$ cat src/rtl/wb_pull_fifo.sv
// wb_pull_fifo: byte FIFO that fetches bytes from an upstream Wishbone source
// using classic read cycles and hands them out, one per read, to a downstream
// Wishbone controller.
// Optional feature macro: FIFO_STATUS_EN. When it is defined, a downstream read
// at address 1 returns the fill count instead of popping a byte.
module wb_pull_fifo #(
  parameter int ADDR_WIDTH = 4
) (
  input  logic       clk_i,
  input  logic       rst_ni,
  output logic       up_cyc_o,
  output logic       up_stb_o,
  output logic       up_we_o,
  input  logic [7:0] up_dat_i,
  input  logic       up_ack_i,
  input  logic       dn_cyc_i,
  input  logic       dn_stb_i,
  input  logic       dn_we_i,
  input  logic       dn_adr_i,
  output logic [7:0] dn_dat_o,
  output logic       dn_ack_o,
  output logic       dn_err_o
);

  localparam int DEPTH = 2 ** ADDR_WIDTH;
  localparam logic [ADDR_WIDTH:0]   CNT_FULL = (ADDR_WIDTH + 1)'(DEPTH);
  localparam logic [ADDR_WIDTH:0]   CNT_ONE  = (ADDR_WIDTH + 1)'(1);
  localparam logic [ADDR_WIDTH-1:0] PTR_ONE  = ADDR_WIDTH'(1);

  typedef enum logic {U_IDLE, U_FETCH} upState_t;
  typedef enum logic {D_IDLE, D_RESP} dnState_t;

  upState_t r_upState;
  dnState_t r_dnState;

  logic                  r_upCyc;
  logic                  r_dnAck;
  logic                  r_dnErr;
  logic [7:0]            r_dnDat;
  logic [ADDR_WIDTH:0]   r_count;
  logic [ADDR_WIDTH-1:0] r_rdPtr;
  logic [ADDR_WIDTH-1:0] r_wrPtr;
  logic [7:0]            r_buf [DEPTH];

  logic       w_full;
  logic       w_empty;
  logic       w_push;
  logic       w_pop;
  logic       w_dnReq;
  logic       w_readReq;
  logic       w_writeReq;
  logic       w_statusReq;
  logic [7:0] w_countByte;

  assign w_full  = (r_count == CNT_FULL);
  assign w_empty = (r_count == '0);

  // A push happens only on the acknowledged beat of an outstanding fetch;
  // stray acks while idle are ignored.
  assign w_push = (r_upState == U_FETCH) && up_ack_i;

  // A new downstream request is only recognised while no response is showing,
  // so every ack/err stays a single-cycle pulse.
  assign w_dnReq    = dn_cyc_i && dn_stb_i && !r_dnAck && !r_dnErr &&
                      (r_dnState == D_IDLE);
  assign w_readReq  = w_dnReq && !dn_we_i;
  assign w_writeReq = w_dnReq && dn_we_i;

`ifdef FIFO_STATUS_EN
  assign w_statusReq = w_readReq && dn_adr_i;
`else
  logic w_unused_adr;
  assign w_unused_adr = dn_adr_i;
  assign w_statusReq  = 1'b0;
`endif

  // Pops are decided on the registered count, so a byte just pushed becomes
  // poppable one cycle later.
  assign w_pop = w_readReq && !w_statusReq && !w_empty;

  assign w_countByte = 8'(r_count);

  assign up_cyc_o = r_upCyc;
  assign up_stb_o = r_upCyc;
  assign up_we_o  = 1'b0;
  assign dn_dat_o = r_dnDat;
  assign dn_ack_o = r_dnAck;
  assign dn_err_o = r_dnErr;

  // Upstream fetch engine: start a read whenever there is room, drop it on ack.
  always_ff @(posedge clk_i or negedge rst_ni) begin
    if (!rst_ni) begin
      r_upState <= U_IDLE;
      r_upCyc   <= 1'b0;
      r_wrPtr   <= '0;
    end else begin
      case (r_upState)
        U_IDLE: begin
          if (!w_full) begin
            r_upCyc   <= 1'b1;
            r_upState <= U_FETCH;
          end
        end
        U_FETCH: begin
          if (up_ack_i) begin
            r_upCyc   <= 1'b0;
            r_wrPtr   <= r_wrPtr + PTR_ONE;
            r_upState <= U_IDLE;
          end
        end
        default: begin
          r_upCyc   <= 1'b0;
          r_upState <= U_IDLE;
        end
      endcase
    end
  end

  // Storage array: captures the fetched byte on the ack beat; contents need no reset.
  always_ff @(posedge clk_i) begin
    if (w_push) begin
      r_buf[r_wrPtr] <= up_dat_i;
    end
  end

  // Downstream responder: ack a pop or status read, error a write, one pulse each.
  always_ff @(posedge clk_i or negedge rst_ni) begin
    if (!rst_ni) begin
      r_dnState <= D_IDLE;
      r_dnAck   <= 1'b0;
      r_dnErr   <= 1'b0;
      r_dnDat   <= 8'h00;
      r_rdPtr   <= '0;
    end else begin
      case (r_dnState)
        D_IDLE: begin
          if (w_writeReq) begin
            r_dnErr   <= 1'b1;
            r_dnState <= D_RESP;
          end else if (w_statusReq) begin
            r_dnAck   <= 1'b1;
            r_dnDat   <= w_countByte;
            r_dnState <= D_RESP;
          end else if (w_pop) begin
            r_dnAck   <= 1'b1;
            r_dnDat   <= r_buf[r_rdPtr];
            r_rdPtr   <= r_rdPtr + PTR_ONE;
            r_dnState <= D_RESP;
          end
        end
        D_RESP: begin
          r_dnAck   <= 1'b0;
          r_dnErr   <= 1'b0;
          r_dnState <= D_IDLE;
        end
        default: begin
          r_dnAck   <= 1'b0;
          r_dnErr   <= 1'b0;
          r_dnState <= D_IDLE;
        end
      endcase
    end
  end

  // Fill level: simultaneous push and pop cancel out.
  always_ff @(posedge clk_i or negedge rst_ni) begin
    if (!rst_ni) begin
      r_count <= '0;
    end else begin
      case ({w_push, w_pop})
        2'b10:   r_count <= r_count + CNT_ONE;
        2'b01:   r_count <= r_count - CNT_ONE;
        default: r_count <= r_count;
      endcase
    end
  end

endmodule
$ cat config.mk
export PLATFORM = sky130hd
export DESIGN_NAME = wb_pull_fifo
export DESIGN_NICKNAME = d
export VERILOG_FILES = /design/src/rtl/wb_pull_fifo.sv
export SDC_FILE = /design/constraint.sdc
export NUM_CORES = 1
export LEC_CHECK = 0
export CELL_PAD_IN_SITES_DETAIL_PLACEMENT = 0
export CELL_PAD_IN_SITES_GLOBAL_PLACEMENT = 1
export CORE_MARGIN = 2
export CORE_UTILIZATION = 40
export CTS_CLUSTER_SIZE = 28
export DETAILED_ROUTE_END_ITERATION = 7
export PLACE_DENSITY_LB_ADDON = 0.1
export SLEW_MARGIN = 20
export SYNTH_ARGS = -nofsm -noshare
export SYNTH_HDL_FRONTEND = slang
export SYNTH_SLANG_ARGS = --single-unit
$ cat constraint.sdc
create_clock -name clk_i -period 7.5 [get_ports clk_i]
set_clock_uncertainty 0.15 [all_clocks]
set_input_delay 0.75 -clock clk_i [delete_from_list [all_inputs] [get_ports clk_i]]
set_output_delay 0.75 -clock clk_i [all_outputs]
set_load 0.05 [all_outputs]
# After elaboration in Yosys (flattened, before gate mapping)
# Memories as Yosys holds them, arrays and structs flattened. A register that Yosys moved wholly into a read port is not among the register bits.
# Cells that the tools add are included.
# totals
register_bits	18
latchBits	0
ramBits	128
rom_bits	0
in_bits	15
out_inout_bits	13
elab_cells	60
n_memories	1
# op_classes
add_sub_neg	4
mul	0
n_div	0
order_cmp	0
eq_ne	8
shifts	0
muxes	17
bitwise_logic	3
n_reduce_logical	19
# memory_table
name	depth	width	rd	rd_ports_with_merged_regs	write_ports	line	rtl
r_buf	16	8	1	1	1	43	logic [7:0] r_buf [DEPTH];
# ops
cell	count
1-bit two-way mux	11
2-bit inequality test (second input constant)	5
1-bit case mux with 2 select lines	5
5-bit case mux with 2 select lines	1
4-bit by 1-bit adder with 4-bit output (second input constant)	2
1-bit logical AND	8
2-bit AND reduction	3
5-bit by 1-bit adder with 5-bit output (second input constant)	1
5-bit == test (second input constant)	1
1-bit zero test	5
5-bit zero test	1
5-bit by 1-bit subtractor with 5-bit output (second input constant)	1
1-bit inverter	3
3-bit AND reduction	1
2-bit by 1-bit == test with 1-bit output (second input constant)	1
2-bit == test (second input constant)	1
2-bit nonzero test	1

# Logic depth before layout (Yosys ltp)
# Gate-level depths: netlist of the first run.
# depth
depth_word	9
ltp_mapped	12
depth_no_buf	9

# Worst setup path after synthesis of the first run
# No wires, ideal clock.
# synth_timing
path_type	in2reg
start	in dn_cyc_i
end	reg r_count[4]
setup_time_ps	124
arrival_time_ps	2900
required_ps	7226
setup_slack_ps	4326
stages	11
n_path_buf	2
cell_sequence	nand4bb_1 -> a2111oi_4 -> buf_6 -> ha_1 -> clkbuf_1 -> xor2_1 -> ha_1 -> o211a_1 -> o31ai_1 -> a31oi_1 -> xnor2_1
# synth_between
elab_chain_len	8
elab_cells_between_ends	10
cone_classes	eq/ne (2); mux (1); reduce/logical (7)
# synth_lines
item	line	rtl
from (decl)	16	input logic dn_cyc_i,
1-bit logical AND (*) (4 in a row)	64	assign w_dnReq = dn_cyc_i && dn_stb_i && !r_dnAck && !r_dnErr &&
1-bit logical AND (*)	66	assign w_readReq = w_dnReq && !dn_we_i;
1-bit logical AND (*)	79	assign w_pop = w_readReq && !w_statusReq && !w_empty;
2-bit by 1-bit == test with 1-bit output or 2-bit == test (tied branches)	170	case ({w_push, w_pop})
5-bit case mux with 2 select lines or 2-bit nonzero test (tied branches)	n/a	
to (signal assigned)	171	2'b10: r_count <= r_count + CNT_ONE;
to (signal assigned)	172	2'b01: r_count <= r_count - CNT_ONE;
to (signal assigned)	173	default: r_count <= r_count;
to (decl)	40	logic [ADDR_WIDTH:0] r_count;
# Every way passes the cells marked *; elsewhere a longest branch is shown, timed or not.
# A chain may end at the register's enable or synchronous reset.

# Worst setup path in the final report of the first run
# Ends and elaborated chain as after synthesis.

==> flow_summary.ini, run 1 <==
[global_route]
antenna_found_initial = 0
grt_usage = 0.162
grt_pass1_wl_mm = 18.8
grt-ovfl-total = 0
grt_pass1_vias = 3137
grt_max_degree = 35

[synthesis]
synth.area.top_cells = edfxtp_1, mux4_2, dfrtp_1, a221oi_2, ha_1
syn-cell-area_um2 = 6260
synth_edf_count = 128
synth_nets = 357
post-synth-top-area-cell = edfxtp_1
yosys_warnings = 0
synth_cells = 333
synth_ff_type = edfxtp_1
async_flop_share = 0.169
ys_types = 40
synth_top_area_share = 0.614
ys_ff_latch = 154
avgSynthCellArea_um2 = 18.8
ys_seq_area_frac = 0.718

[critical_path]
cp.depth = 11
cpMaxStageDelayCell = clkdlybuf4s50_1
reg2reg_depth = 10
cp-endpoint = r_count[4]
crit_path_max_fanout = 24
r2r_slack_ns = 4.44
crit_path_start = dn_cyc_i
crit_path_end_kind = flip-flop
crit_path_max_incr_delay_ns = 0.46
cpMostUsedCell = ha_1
criticalPathCategory = input pin to flip-flop
r2r-start = dn_err_o
critPathArrivalTime_ns = 3.54
crit_family = compound AO/OA/AOI/OAI gates
required_ns = 7.66
r2r_end = r_count[4]
critPathBufInv = 2
path_cells = clkdlybuf4s50_1 > nand4bb_1 > a2111oi_4 > buf_4 > ha_1 > xor2_1 > ha_1 > o211a_1 > o31ai_1 > a31oi_1 > xnor2_1
crit_path_start_kind = input pin

[floorplan]
boundaryPins = 28
die_x_um = 129
die-area_um2 = 16700
fp.coreArea_um2 = 15300
die_h_um = 129
fp-row-count = 45
start_util = 0.410

[timing]
rsz0062_at_grt = no
slew_viol_final = 0
setup_viol = 0
worst_pin_slew_ns = 0.985
max_slew_margin = 0.341
hold_violations = 0
fin_setup_tns_ns = 0
fmax_mhz = 296
min_period_ns = 3.38
post-route-period-util = 0.451

[finish]
final_common_cell = edfxtp_1
final.fill_count = 1305
antenna_cells = 0
syn2layout_area_growth_pct = 16.3
fin_nets = 385
final_core_util = 0.477
mostFrequentLayoutCells = edfxtp_1, mux4_2, nor2_1
drive_gt1_frac = 0.220

[outcome]
status = completed

[clock_network]
clkTransAtPathRegs_ns = 0.06
cts-root-buf = clkbuf_16
cts_tree = done
h-tree-depth = 4
clock_sinks = 154
cts_buffers = 17
postCtsSetupBuffers = 0
postCtsHoldBufs = 0
insertion_delay_ns = 0.42
cts-resized-gates = 0
clk_path_buf_depth = 2

[drt]
firstDrtPassIters = 4
wirelength_mm = 12.1
wl_met2_mm = 5.74
route.met3.wl_um = 395
wl_per_cell_um = 20.6
vias = 2979
via_per_inst = 5.10
ant_nets = 0
drt-initial-drc-count = 203
drc_errors = 0
wl_met1_mm = 5.75
highest_layer = met4

[pwr]
p_leak_nw = 2.42
finalPower_mw = 2.67
vdd_drop_max_uv = 244
cellPowerDensity_nw_per_um2 = 367

[placed_design]
place_hpwl_mm = 7.56
portBuffers = 25
gp_congestion = 0.755

[hold_path]
min_path_cells = 1
holdCritPathClass = flip-flop to flip-flop

[job]
maxCapViolations = 0
-- routing by layer --
layer / up-vias / GRT usage
met2: 49 / 0.251
met3: 16 / 0.0446
met5: - / 0
met1: 1544 / 0.220
met4: 0 / 0.0595
li1: 1370 / -
-- worst reg2reg max path: stages, from the launching register on --
cell	delay, ns
dfrtp_1	0.38
nand4bb_1	0.27
a2111oi_4	0.35
buf_4	0.35
ha_1	0.43
xor2_1	0.12
ha_1	0.23
o211a_1	0.23
o31ai_1	0.20
a31oi_1	0.09
xnor2_1	0.15
-- sequential cells by signal, summed over array words and instances, names as in the netlist --
name       flops
r_wrPtr        4
r_buf        128
dn_ack_o       1
dn_dat_o       8
r_count        5
r_dnState      1
dn_err_o       1
up_cyc_o       1
r_rdPtr        4
r_upState      1
-- synth_stat cells (2+ instances only) --
cell and n:
a21oi_1 4, a221oi_2 8, and2_1 3, buf_1 3, buf_2 5, buf_4 6
buf_6 3, clkbuf_1 5, dfrtp_1 26, edfxtp_1 128, ha_1 9, inv_1 6
mux2_2 2, mux2i_1 8, mux4_2 32, nand2_1 8, nand2b_1 5, nand4_1 2
nor2_1 27, nor3_1 4, o21ai_0 4, o22ai_1 8, xnor2_1 7, xor2_1 4
-- power breakdown --
group	leakage [nW]	switching [mW]	internal, mW
sequential	1.46	0.0945	1.04
clock	0.282	0.323	0.519
combinational	0.678	0.407	0.285
total	2.42	0.825	1.85
-- final cells by class --
| cell class | instances | area [µm²] | area share |
|---|---|---|---|
| sequential | 154 | 4500 | 0.617 |
| clock buffer | 19 | 433 | 0.0594 |
| inverter | 6 | 22.5 | 0.00309 |
| timing repair buffer | 31 | 295 | 0.0405 |
| tap | 211 | 264 | 0.0362 |
| multi-input combinational | 151 | 1620 | 0.223 |
| clock inverter | 12 | 150 | 0.0206 |
-- logic make-up after synthesis --
family / count (synthesis) / share of synthesized area
flops: 154 / 0.718
xor+xnor: 11 / 0.0154
other cells: 1 / 0.000599
buf+inv: 28 / 0.0250
mux: 42 / 0.131
compound gates: 33 / 0.0483
simple gates: 55 / 0.0438
fa+ha+maj: 9 / 0.0180
-- worst min-delay path by stage --
stage / from / end
after detailed placement: r_upState / up_cyc_o
after floorplan: r_upState / up_cyc_o
after global routing: r_upState / up_cyc_o
after CTS: r_upState / up_cyc_o
final: r_upState / up_cyc_o
after global placement: r_upState / up_cyc_o
-- metrics by stage --
stage / setup WS (ns) / cells / instance area, µm² / hold slack (ns)
floorplan: 4.33 / 333 / 6260 / 0.282
global placement: 3.73 / 553 / 6700 / 0.295
detailed placement: 3.68 / 553 / 6700 / 0.298
CTS: 4.12 / 584 / 7280 / 0.306
global route: 3.95 / 584 / 7280 / 0.343
finish: 4.12 / 584 / 7280 / 0.306
(Power assumes the default switching activity.)
==> inputs of run 2 (changes only) <==
Clock period 7.5 ns to 3 ns, I/O delays scaled along.
==> flow_summary.ini, run 2 (synthesis gave the netlist of run 1 again) <==
[floorplan]
die-area_um2 = 16700
boundaryPins = 28
fp-row-count = 45
die_x_um = 129
fp.coreArea_um2 = 15300
start_util = 0.410
die_h_um = 129

[drt]
wl_per_cell_um = 20.6
firstDrtPassIters = 4
drc_errors = 0
drt-initial-drc-count = 209
vias = 3075
wirelength_mm = 12.4
via_per_inst = 5.11
ant_nets = 0

[pwr]
p_switching_mw = 2.14
p_leak_nw = 2.51
seqPwrFrac = 0.425
clockPowerShare = 0.315
switching_share = 0.318
pwr-share-comb = 0.259
internal_power_mw = 4.60
vdd_drop_max_uv = 395
cellPowerDensity_nw_per_um2 = 909

[global_route]
antenna_found_initial = 0
grt_pass1_wl_mm = 19.3
grt_usage = 0.164
grt_pass1_vias = 3226
grt_max_degree = 28
grt-ovfl-total = 0

[job]
maxCapViolations = 0

[timing]
worst_pin_slew_ns = 0.683
max_slew_margin = 0.543
hold_violations = 0
fin_setup_tns_ns = 0
slew_viol_final = 0
setup_viol = 0
fmax_mhz = 387
min_period_ns = 2.58
post-route-period-util = 0.862
rsz0062_at_grt = no

[critical_path]
crit_path_end_kind = flip-flop
criticalPathCategory = flip-flop to flip-flop
required_ns = 3.15
path_cells = nor4_4 > a2111oi_4 > ha_1 > buf_4 > ha_1 > o211a_1 > o31ai_1 > a31oi_1 > xnor2_1
critPathArrivalTime_ns = 2.74
crit_family = compound AO/OA/AOI/OAI gates
cpMostUsedCell = ha_1
cpMaxStageDelayCell = dfrtp_1
crit_path_max_fanout = 8
critPathBufInv = 1
crit_path_start_kind = flip-flop
r2r_slack_ns = 0.42
crit_path_max_incr_delay_ns = 0.47

[placed_design]
place_hpwl_mm = 8.17
portBuffers = 25
gp_congestion = 0.761

[clock_network]
cts_buffers = 17
h-tree-depth = 4
cts-resized-gates = 0
cts_tree = done
clk_path_buf_depth = 2
insertion_delay_ns = 0.42
clkTransAtPathRegs_ns = 0.06
postCtsSetupBuffers = 0
postCtsHoldBufs = 0
clock_sinks = 154
cts-root-buf = clkbuf_16

[finish]
fin_nets = 402
final_common_cell = edfxtp_1
mostFrequentLayoutCells = edfxtp_1, mux4_2, nor2_1
drive_gt1_frac = 0.263
final_core_util = 0.487
syn2layout_area_growth_pct = 18.5
top_register = r_buf
largest_reg_flops = 128
antenna_cells = 0

[outcome]
status = completed

[hold_path]
holdCritPathClass = input pin to async pin
[run 2: cell count changes in the layout (fill, tap and decap cells not counted), sizes merged]
cell,previous run,this run
buf,6,23
clkinv,7,3
clkinvlp,1,2
bufinv,3,2
inv,7,13
clkbuf,19,18
[run 2: layout make-up]
class                           instances  area [µm²]
Fill cell                            1296        7840
Multi-Input combinational cell        151        1610
Tap cell                              211         264
Clock inverter                         14         161
Clock buffer                           18         429
Timing Repair Buffer                   48         435
Sequential cell                       154        4500
Inverter                                6        22.5
[run 2: stage by stage]
step / hold WS (ns) / area [µm²] / setup slack [ns] / instances / total power [mW]
after floorplan: -0.146 / 6270 / 0.0704 / 333 / 4.12
after global placement: 0.295 / 6830 / 0.213 / 570 / 4.68
after detailed placement: 0.316 / 6830 / 0.191 / 570 / 4.70
after CTS: 0.104 / 7420 / 0.408 / 602 / 6.84
after global routing: 0.139 / 7420 / 0.279 / 602 / 7.09
final: 0.106 / 7420 / 0.415 / 602 / 6.75
[run 2: worst paths after layout]
kind / end / start / cells after the start
max: r_count[4] / r_count[1] / 9
min: r_count[3] / rst_ni / 2
max reg2reg: r_count[4] / r_count[1] / 9
min reg2reg: up_cyc_o / r_upState / 1
max in group asynchronous: dn_ack_o / rst_ni / 2
min in group clk_i: up_cyc_o / r_upState / 1
[run 2: power groups by stage]
stage	registers, mW	logic, mW	clock network (mW)
after floorplan	3.01	1.11	0
after global placement	2.91	1.77	0
final	2.87	1.75	2.13
after global routing	2.91	1.90	2.28
after CTS	2.87	1.79	2.18
after detailed placement	2.92	1.78	0
[run 2: routing by layer]
metal | GRT usage | vias to the layer above | wire (µm)
met4 | 0.0627 | 0 | 175
met3 | 0.0400 | 12 | 373
met2 | 0.255 | 54 | 5890
met5 | 0 | - | 0
met1 | 0.227 | 1605 | 5970
li1 | - | 1404 | -
